[config.mk]
export PLATFORM = sky130hd
export DESIGN_NAME = lsu_ctrl_flat
export DESIGN_NICKNAME = d
export VERILOG_FILES = /design/src/rtl/lsu_ctrl_if.sv /design/src/rtl/lsu_ctrl.sv /design/src/flat_wrapper.sv
export SDC_FILE = /design/constraint.sdc
export NUM_CORES = 1
export LEC_CHECK = 0
export BUFFER_PORTS_ARGS = -buffer_cell sky130_fd_sc_hd__buf_2
export CORE_UTILIZATION = 40
export DETAILED_ROUTE_END_ITERATION = 6
export GPL_TIMING_DRIVEN = 0
export PLACE_DENSITY = 0.8
export SYNTH_ARGS = -nofsm -noshare
export SYNTH_HDL_FRONTEND = slang
export SYNTH_SLANG_ARGS = --single-unit
[constraint.sdc]
create_clock -name clk -period 1.7 [get_ports clk]
set_input_delay 0.17 -clock clk [delete_from_list [all_inputs] [get_ports clk]]
set_output_delay 0.17 -clock clk [all_outputs]
set_load 0.01 [all_outputs]
[src/rtl/lsu_ctrl_if.sv]
// AGU command/response, long-pipe write-back and DTCM port bundle for lsu_ctrl.
// The slave modport is the LSU's view; master is the surrounding exu/RAM view.
interface lsu_ctrl_if #(
  parameter int XLEN            = 32,
  parameter int DTCM_ADDR_WIDTH = 16,
  parameter int ITAG_WIDTH      = 1
);
  logic                         agu_cmd_valid;
  logic                         agu_cmd_ready;
  logic [DTCM_ADDR_WIDTH-1:0]   agu_cmd_addr;
  logic                         agu_cmd_read;
  logic [ITAG_WIDTH-1:0]        agu_cmd_itag;
  logic [1:0]                   agu_cmd_size;
  logic                         agu_cmd_usign;
  logic [XLEN-1:0]              agu_cmd_wdata;
  logic [XLEN/8-1:0]            agu_cmd_wmask;
  logic                         agu_rsp_valid;
  logic                         agu_rsp_ready;
  logic                         agu_rsp_err;
  logic                         lsu_wbck_o_valid;
  logic                         lsu_wbck_o_ready;
  logic [XLEN-1:0]              lsu_wbck_o_data;
  logic [ITAG_WIDTH-1:0]        lsu_wbck_o_itag;
  logic                         lsu_wbck_o_err;
  logic                         dtcm_cs;
  logic                         dtcm_we;
  logic [DTCM_ADDR_WIDTH-3:0]   dtcm_addr;
  logic [XLEN/8-1:0]            dtcm_wem;
  logic [XLEN-1:0]              dtcm_din;
  logic [XLEN-1:0]              dtcm_dout;

  modport slave (
    input  agu_cmd_valid, agu_cmd_addr, agu_cmd_read, agu_cmd_itag, agu_cmd_size,
           agu_cmd_usign, agu_cmd_wdata, agu_cmd_wmask, agu_rsp_ready,
           lsu_wbck_o_ready, dtcm_dout,
    output agu_cmd_ready, agu_rsp_valid, agu_rsp_err, lsu_wbck_o_valid,
           lsu_wbck_o_data, lsu_wbck_o_itag, lsu_wbck_o_err,
           dtcm_cs, dtcm_we, dtcm_addr, dtcm_wem, dtcm_din
  );

  modport master (
    output agu_cmd_valid, agu_cmd_addr, agu_cmd_read, agu_cmd_itag, agu_cmd_size,
           agu_cmd_usign, agu_cmd_wdata, agu_cmd_wmask, agu_rsp_ready,
           lsu_wbck_o_ready, dtcm_dout,
    input  agu_cmd_ready, agu_rsp_valid, agu_rsp_err, lsu_wbck_o_valid,
           lsu_wbck_o_data, lsu_wbck_o_itag, lsu_wbck_o_err,
           dtcm_cs, dtcm_we, dtcm_addr, dtcm_wem, dtcm_din
  );
endinterface

[src/rtl/lsu_ctrl.sv]
// Load/store control: one AGU command at a time against a single-port DTCM,
// store completions on the AGU response port, loads on the long-pipe write-back.
module lsu_ctrl #(
  parameter int XLEN            = 32,
  parameter int DTCM_ADDR_WIDTH = 16,
  parameter int ITAG_WIDTH      = 1
) (
  input  logic        clk,
  input  logic        rst,
  lsu_ctrl_if.slave   bus
);
  typedef enum logic [1:0] {IDLE, RD_WAIT, LD_WB, ST_RSP} state_e;

  state_e                  state_q, state_d;
  logic [1:0]              off_q, off_d;
  logic [1:0]              size_q, size_d;
  logic                    usign_q, usign_d;
  logic [ITAG_WIDTH-1:0]   itag_q, itag_d;
  logic [XLEN-1:0]         data_q, data_d;
  logic                    lerr_q, lerr_d;
  logic                    serr_q, serr_d;

  logic                    misalign, hs, cs;
  logic [7:0]              b_lane;
  logic [15:0]             h_lane;
  logic [XLEN-1:0]         ld_ext;

  always_comb begin
    misalign = (bus.agu_cmd_size == 2'b11) ||
               (bus.agu_cmd_size == 2'b01 && bus.agu_cmd_addr[0]) ||
               (bus.agu_cmd_size == 2'b10 && bus.agu_cmd_addr[1:0] != 2'b00);
    hs = bus.agu_cmd_valid && (state_q == IDLE);
    cs = hs && !misalign;
  end

  // Lane select uses the offset latched at acceptance, since dout arrives a cycle later.
  always_comb begin
    b_lane = bus.dtcm_dout[{off_q, 3'b000} +: 8];
    h_lane = bus.dtcm_dout[{off_q[1], 4'b0000} +: 16];
    case (size_q)
      2'b00:   ld_ext = {{(XLEN-8){~usign_q & b_lane[7]}}, b_lane};
      2'b01:   ld_ext = {{(XLEN-16){~usign_q & h_lane[15]}}, h_lane};
      default: ld_ext = bus.dtcm_dout;
    endcase
  end

  always_comb begin
    state_d = state_q;
    off_d   = off_q;
    size_d  = size_q;
    usign_d = usign_q;
    itag_d  = itag_q;
    data_d  = data_q;
    lerr_d  = lerr_q;
    serr_d  = serr_q;
    case (state_q)
      IDLE: begin
        if (hs) begin
          if (bus.agu_cmd_read) begin
            itag_d = bus.agu_cmd_itag;
            if (misalign) begin
              lerr_d  = 1'b1;
              data_d  = '0;
              state_d = LD_WB;
            end else begin
              lerr_d  = 1'b0;
              off_d   = bus.agu_cmd_addr[1:0];
              size_d  = bus.agu_cmd_size;
              usign_d = bus.agu_cmd_usign;
              state_d = RD_WAIT;
            end
          end else begin
            serr_d  = misalign;
            state_d = ST_RSP;
          end
        end
      end
      RD_WAIT: begin
        data_d  = ld_ext;
        state_d = LD_WB;
      end
      LD_WB:   if (bus.lsu_wbck_o_ready) state_d = IDLE;
      ST_RSP:  if (bus.agu_rsp_ready)    state_d = IDLE;
      default: state_d = IDLE;
    endcase
  end

  always_ff @(posedge clk) begin
    if (rst) begin
      state_q <= IDLE;
      off_q   <= '0;
      size_q  <= '0;
      usign_q <= 1'b0;
      itag_q  <= '0;
      data_q  <= '0;
      lerr_q  <= 1'b0;
      serr_q  <= 1'b0;
    end else begin
      state_q <= state_d;
      off_q   <= off_d;
      size_q  <= size_d;
      usign_q <= usign_d;
      itag_q  <= itag_d;
      data_q  <= data_d;
      lerr_q  <= lerr_d;
      serr_q  <= serr_d;
    end
  end

  assign bus.agu_cmd_ready    = (state_q == IDLE);
  assign bus.agu_rsp_valid    = (state_q == ST_RSP);
  assign bus.agu_rsp_err      = serr_q;
  assign bus.lsu_wbck_o_valid = (state_q == LD_WB);
  assign bus.lsu_wbck_o_data  = data_q;
  assign bus.lsu_wbck_o_itag  = itag_q;
  assign bus.lsu_wbck_o_err   = lerr_q;

  assign bus.dtcm_cs   = cs;
  assign bus.dtcm_we   = cs && !bus.agu_cmd_read;
  assign bus.dtcm_addr = bus.agu_cmd_addr[DTCM_ADDR_WIDTH-1:2];
  assign bus.dtcm_wem  = (cs && !bus.agu_cmd_read) ? bus.agu_cmd_wmask : '0;
  assign bus.dtcm_din  = bus.agu_cmd_wdata;
endmodule

[src/flat_wrapper.sv]
// flat-port wrapper written by rule: the top's interface ports become plain ports
module lsu_ctrl_flat 
#(
  parameter int XLEN            = 32,
  parameter int DTCM_ADDR_WIDTH = 16,
  parameter int ITAG_WIDTH      = 1
)
  (clk, rst, bus_agu_cmd_valid, bus_agu_cmd_addr, bus_agu_cmd_read, bus_agu_cmd_itag, bus_agu_cmd_size, bus_agu_cmd_usign, bus_agu_cmd_wdata, bus_agu_cmd_wmask, bus_agu_rsp_ready, bus_lsu_wbck_o_ready, bus_dtcm_dout, bus_agu_cmd_ready, bus_agu_rsp_valid, bus_agu_rsp_err, bus_lsu_wbck_o_valid, bus_lsu_wbck_o_data, bus_lsu_wbck_o_itag, bus_lsu_wbck_o_err, bus_dtcm_cs, bus_dtcm_we, bus_dtcm_addr, bus_dtcm_wem, bus_dtcm_din);
  lsu_ctrl_if #(.XLEN(XLEN), .DTCM_ADDR_WIDTH(DTCM_ADDR_WIDTH), .ITAG_WIDTH(ITAG_WIDTH)) bus_i ();
  input  logic clk;
  input  logic rst;
  input wire logic [$bits(bus_i.agu_cmd_valid)-1:0] bus_agu_cmd_valid;
  input wire logic [$bits(bus_i.agu_cmd_addr)-1:0] bus_agu_cmd_addr;
  input wire logic [$bits(bus_i.agu_cmd_read)-1:0] bus_agu_cmd_read;
  input wire logic [$bits(bus_i.agu_cmd_itag)-1:0] bus_agu_cmd_itag;
  input wire logic [$bits(bus_i.agu_cmd_size)-1:0] bus_agu_cmd_size;
  input wire logic [$bits(bus_i.agu_cmd_usign)-1:0] bus_agu_cmd_usign;
  input wire logic [$bits(bus_i.agu_cmd_wdata)-1:0] bus_agu_cmd_wdata;
  input wire logic [$bits(bus_i.agu_cmd_wmask)-1:0] bus_agu_cmd_wmask;
  input wire logic [$bits(bus_i.agu_rsp_ready)-1:0] bus_agu_rsp_ready;
  input wire logic [$bits(bus_i.lsu_wbck_o_ready)-1:0] bus_lsu_wbck_o_ready;
  input wire logic [$bits(bus_i.dtcm_dout)-1:0] bus_dtcm_dout;
  output wire logic [$bits(bus_i.agu_cmd_ready)-1:0] bus_agu_cmd_ready;
  output wire logic [$bits(bus_i.agu_rsp_valid)-1:0] bus_agu_rsp_valid;
  output wire logic [$bits(bus_i.agu_rsp_err)-1:0] bus_agu_rsp_err;
  output wire logic [$bits(bus_i.lsu_wbck_o_valid)-1:0] bus_lsu_wbck_o_valid;
  output wire logic [$bits(bus_i.lsu_wbck_o_data)-1:0] bus_lsu_wbck_o_data;
  output wire logic [$bits(bus_i.lsu_wbck_o_itag)-1:0] bus_lsu_wbck_o_itag;
  output wire logic [$bits(bus_i.lsu_wbck_o_err)-1:0] bus_lsu_wbck_o_err;
  output wire logic [$bits(bus_i.dtcm_cs)-1:0] bus_dtcm_cs;
  output wire logic [$bits(bus_i.dtcm_we)-1:0] bus_dtcm_we;
  output wire logic [$bits(bus_i.dtcm_addr)-1:0] bus_dtcm_addr;
  output wire logic [$bits(bus_i.dtcm_wem)-1:0] bus_dtcm_wem;
  output wire logic [$bits(bus_i.dtcm_din)-1:0] bus_dtcm_din;
  assign bus_i.agu_cmd_valid = bus_agu_cmd_valid;
  assign bus_i.agu_cmd_addr = bus_agu_cmd_addr;
  assign bus_i.agu_cmd_read = bus_agu_cmd_read;
  assign bus_i.agu_cmd_itag = bus_agu_cmd_itag;
  assign bus_i.agu_cmd_size = bus_agu_cmd_size;
  assign bus_i.agu_cmd_usign = bus_agu_cmd_usign;
  assign bus_i.agu_cmd_wdata = bus_agu_cmd_wdata;
  assign bus_i.agu_cmd_wmask = bus_agu_cmd_wmask;
  assign bus_i.agu_rsp_ready = bus_agu_rsp_ready;
  assign bus_i.lsu_wbck_o_ready = bus_lsu_wbck_o_ready;
  assign bus_i.dtcm_dout = bus_dtcm_dout;
  assign bus_agu_cmd_ready = bus_i.agu_cmd_ready;
  assign bus_agu_rsp_valid = bus_i.agu_rsp_valid;
  assign bus_agu_rsp_err = bus_i.agu_rsp_err;
  assign bus_lsu_wbck_o_valid = bus_i.lsu_wbck_o_valid;
  assign bus_lsu_wbck_o_data = bus_i.lsu_wbck_o_data;
  assign bus_lsu_wbck_o_itag = bus_i.lsu_wbck_o_itag;
  assign bus_lsu_wbck_o_err = bus_i.lsu_wbck_o_err;
  assign bus_dtcm_cs = bus_i.dtcm_cs;
  assign bus_dtcm_we = bus_i.dtcm_we;
  assign bus_dtcm_addr = bus_i.dtcm_addr;
  assign bus_dtcm_wem = bus_i.dtcm_wem;
  assign bus_dtcm_din = bus_i.dtcm_din;
  lsu_ctrl #(.XLEN(XLEN), .DTCM_ADDR_WIDTH(DTCM_ADDR_WIDTH), .ITAG_WIDTH(ITAG_WIDTH)) u_core (.clk(clk), .rst(rst), .bus(bus_i));
endmodule
# Word-level counts from Yosys, hierarchy flattened
# Index checks and enable logic that the tools add are counted.
op_classes:
  eq_ne: 12
  shift: 2
  muxes: 13
  n_bitwise: 5
  reduce_logical: 18
ops:
  columns: ["op", "count"]
  rows:
  - ["32-bit case mux with 2 select lines", 2]
  - ["32-bit two-way mux", 3]
  - ["32-bit by 6-bit variable part select with 16-bit output", 1]
  - ["32-bit by 6-bit variable part select with 8-bit output", 1]
  - ["2-bit two-way mux", 5]
  - ["3-bit AND reduction", 3]
  - ["2-bit equality test (second input constant)", 4]
  - ["2-bit case mux with 4 select lines", 1]
  - ["4-bit AND reduction", 2]
  - ["2-bit by 1-bit equality test with 1-bit output (second input constant)", 3]
  - ["2-bit != test (second input constant)", 3]
  - ["1-bit logical AND", 5]
  - ["2-bit zero test", 2]
  - ["4-bit two-way mux", 1]
  - ["2-bit by 1-bit != test with 1-bit output (second input constant)", 2]
  - ["2-bit nonzero test", 2]
  - ["1-bit inverter", 3]
  - ["1-bit AND", 2]
  - ["1-bit zero test", 2]
  - ["1-bit logical OR", 2]
  - ["1-bit two-way mux", 1]
totals:
  ff_bits: 42
  inputBits: 94
  output_inout_bits: 90
  elab_cells: 58

# Logic depth before layout (Yosys ltp)
logic_depth:
  ltp_word: 8
  mapped_depth: 6
  depth_no_buf: 4

# Least setup slack after synthesis
# No wires, ideal clock.
synth_timing:
  path_type: "flip-flop to output port"
  from: "register u_core.state_q[1]"
  to: "output bus_dtcm_wem[0]"
  arrival_ns: 1.325
  required_time_ns: 1.530
  setup_slack_ns: 0.205
  stages_incl_launch_ff: 4
  path_buffers: 0
  cell_sequence: "dfxtp_1 > or3b_2 > nor3_2 > and2_1"
synth_via:
  elab_chain_cells: 5
synth_lines:
  columns: ["element", "line_no", "text"]
  rows:
  - ["from (decl)", "lsu_ctrl.sv:14", "state_e state_q, state_d;"]
  - ["from (signal assigned)", "lsu_ctrl.sv:99", "state_q <= state_d;"]
  - ["2-bit zero test", "lsu_ctrl.sv:32", "hs = bus.agu_cmd_valid && (state_q == IDLE);"]
  - ["1-bit logical AND", "lsu_ctrl.sv:32", null]
  - ["1-bit logical AND", "lsu_ctrl.sv:33", "cs = hs && !misalign;"]
  - ["1-bit logical AND", null, null]
  - ["net bus_dtcm_we", "flat_wrapper.sv:31", "output wire logic [$bits(bus_i.dtcm_we)-1:0] bus_dtcm_we;"]
  - ["4-bit two-way mux", "lsu_ctrl.sv:121", "assign bus.dtcm_wem = (cs && !bus.agu_cmd_read) ? bus.agu_cmd_wmask : '0;"]
  - ["to (decl)", "flat_wrapper.sv:33", "output wire logic [$bits(bus_i.dtcm_wem)-1:0] bus_dtcm_wem;"]
# The timed path passes the listed nets, and every way through them passes these cells.

# Worst setup path in the final report
layout_timing:
  from: "register u_core.state_q[1]"
  to: "output bus_dtcm_wem[0]"
layout_via:
  elab_chain_cells: 5
layout_lines:
  columns: ["element", "line_no"]
  rows:
  - ["2-bit zero test", "lsu_ctrl.sv:32"]
  - ["1-bit logical AND", "lsu_ctrl.sv:32"]
  - ["1-bit logical AND", "lsu_ctrl.sv:33"]
  - ["1-bit logical AND", "lsu_ctrl.sv:121"]
  - ["4-bit two-way mux", "lsu_ctrl.sv:121"]
# Every way passes these cells.

==> results.json <==
{
  "die_h_um": 80.2,
  "slowest_delay_ns": 0.42,
  "final_area_mm2": 0.00334,
  "final_period_minus_worst_setup_slack_ns": 1.67,
  "fin_util": 0.564,
  "place_congestion": 0.915,
  "ys_types": 38,
  "clockBufferDepth": 2,
  "setup_viol": 0,
  "grt_start_max_net_pins": 14,
  "synthCells": 301,
  "clock_skew_ns": 0.0117,
  "fmax_ghz": 0.600,
  "syn-cell-area_mm2": 0.00244,
  "drc": 0,
  "async_reset_ff_frac": 0,
  "io_pins": 184,
  "period_share": 0.981,
  "ys_seq_area_frac": 0.344,
  "status": "completed",
  "peakVddDrop_v": 0.000415,
  "multi_input_area_mm2": 0.00112,
  "layout.nets": 540,
  "die_w_um": 80.2,
  "ant_nets": 0,
  "power_density_mw_per_mm2": 684,
  "drtIter0Drc": 195,
  "drv_cap": 0,
  "rows": 28,
  "grt_util_all_layers": 0.209,
  "relSlewSlack": 0.645,
  "nFillCells": 564,
  "synth_flop_cell": "dfxtp_1",
  "worstSetupPathType": "register to output port",
  "synth_area_per_cell_um2": 8.12,
  "synth_seq_cells": 42,
  "hold_viol": 0,
  "wl_per_cell_um": 13.1,
  "first_pass_iters": 4,
  "worst_path_max_delay_cell": "or3b_4",
  "start_kind": "register",
  "crit_fanout": 8,
  "vias": 2591,
  "end_kind": "output port",
  "core_mm2": 0.00592,
  "crit_chain": "or3b_4, nor3_4, and2_1, buf_2",
  "synth-edff-count": 0,
  "leakage_nw": 1.74,
  "hold_path.class": "primary input to register",
  "cts_max_level": 2,
  "seq_area_um2": 843,
  "regToRegSetupSlack_ns": 0.16,
  "root_buffer": "clkbuf_8",
  "dp_hpwl_um": 5420,
  "gr-total-overflow": 0,
  "grt_setup_unrepaired": "yes",
  "cts.sink_count": 42,
  "initial_utilization": 0.413,
  "worstPathArrival_ns": 1.50,
  "vias_per_cell": 4.96,
  "clkLatencyLatePin_ns": 0.30,
  "cts_tree": "yes",
  "numCtsBuffers": 5,
  "layout_commonest_cell": "buf_2",
  "drive_gt1_frac": 0.501,
  "port_buffers": 137,
  "grt_pass1_vias": 2267,
  "die-area_mm2": 0.00643,
  "insertedDiodeCount": 0,
  "yosysWarnings": 0,
  "worst_slew_pin_slew_ns": 0.532,
  "cp.required_ns": 1.53,
  "finalMaxSlewViolations": 0,
  "cts.clk_slew.worst_paths_ns": 0.07,
  "synth_nets": 395,
  "final_cell_mix": "buf_2, buf_4, dfxtp_1, a21oi_1, nand2_1",
  "grt_pass1_wl_um": 10200,
  "wl_um": 6850,
  "area.growth.synth_to_final_pct": 36.7,
  "antenna_found_initial": 0,
  "placed_area_mm2": 0.00322
}
[layer usage]
layer  share of wire  global-route usage  vias up
li1                -                   -     1287
met1            0.39               0.235     1126
met2            0.48               0.374      160
met3            0.10              0.0500       18
met4           0.022              0.0893        0
met5               0                   0        -
[state kept, by name, indices dropped and copies added, names as in the netlist]
| name | flops |
|---|---|
| u_core.bus.agu_rsp_err | 1 |
| u_core.bus.lsu_wbck_o_data | 32 |
| u_core.bus.lsu_wbck_o_err | 1 |
| u_core.bus.lsu_wbck_o_itag | 1 |
| u_core.off_q | 2 |
| u_core.size_q | 2 |
| u_core.state_q | 2 |
| u_core.usign_q | 1 |
[layout make-up]
| class | instances | area share |
|---|---|---|
| sequential | 42 | 0.253 |
| clock inverter | 2 | 0.00375 |
| inverter | 13 | 0.0146 |
| buffer | 63 | 0.133 |
| tap | 75 | 0.0281 |
| timing repair buffer | 138 | 0.208 |
| multi-input combinational | 183 | 0.336 |
| clock buffer | 6 | 0.0247 |
[metrics by stage]
stage                     std cells  setup WS, ns  hold slack (ns)  total power, mW  setup TNS (ns)
after floorplan                 301         0.205            0.314             1.40               0
after global placement          513         0.111            0.406             1.61               0
after detailed placement        513        0.0902            0.424             1.62               0
after CTS                       522        0.0165            0.110             2.30               0
after global routing            522       -0.0389            0.132             2.40          -0.151
final                           522        0.0325            0.113             2.29               0
[final timing paths]
kind	startpoint	to	cells past startpoint
max	u_core.state_q[1]$_SDFFE_PP0P_	bus_dtcm_wem[0]	4
max reg2reg	u_core.off_q[1]$_SDFFE_PP0P_	u_core.bus.lsu_wbck_o_data[14]$_SDFFE_PP0P_	5
min reg2reg	u_core.bus.lsu_wbck_o_data[21]$_SDFFE_PP0P_	u_core.bus.lsu_wbck_o_data[21]$_SDFFE_PP0P_	2
min	bus_agu_cmd_itag	u_core.bus.lsu_wbck_o_itag$_SDFFE_PP0P_	3
[report_power, final]
group	leakage [nW]	switching [mW]	total, mW	internal, mW
logic	1.35	0.273	0.550	0.277
registers	0.341	0.0276	1.06	1.03
clock network	0.0472	0.353	0.679	0.326
[worst max-delay path: cells and delay by family, from the launching register on]
family        cells  cell delay [ns]
simple gates      3             0.73
flops             1             0.35
buf+inv           1             0.12
[cells by family after synthesis]
| kind of cell | count (synthesis) | share of synthesized area |
|---|---|---|
| buf+inv | 76 | 0.202 |
| compound gates | 97 | 0.246 |
| flops | 42 | 0.344 |
| simple gates | 72 | 0.143 |
| mux | 14 | 0.0650 |
[repair_timing]
| action | 4_1_cts | 5_1_grt |
|---|---|---|
| hold buffers | 0 | 0 |
| resized for setup | 4 | 1 |
| endpoints found under the setup margin | 5 | 14 |
| pin swaps | 0 | 0 |
| buffers inserted | 1 | 0 |
[cell usage after synthesis (7+ instances only)]
| cell | count | area (um^2) |
|---|---|---|
| buf_4 | 46 | 345 |
| dfxtp_1 | 42 | 841 |
| a21oi_1 | 38 | 190 |
| nand2_1 | 32 | 120 |
| nor2_1 | 15 | 56.3 |
| o21ai_0 | 14 | 70.1 |
| inv_1 | 13 | 48.8 |
| o21ai_1 | 12 | 60.1 |
| a22o_1 | 9 | 78.8 |
| buf_2 | 7 | 35.0 |
| mux2_2 | 7 | 78.8 |
| o22ai_1 | 7 | 43.8 |
(Power assumes the default switching activity.)
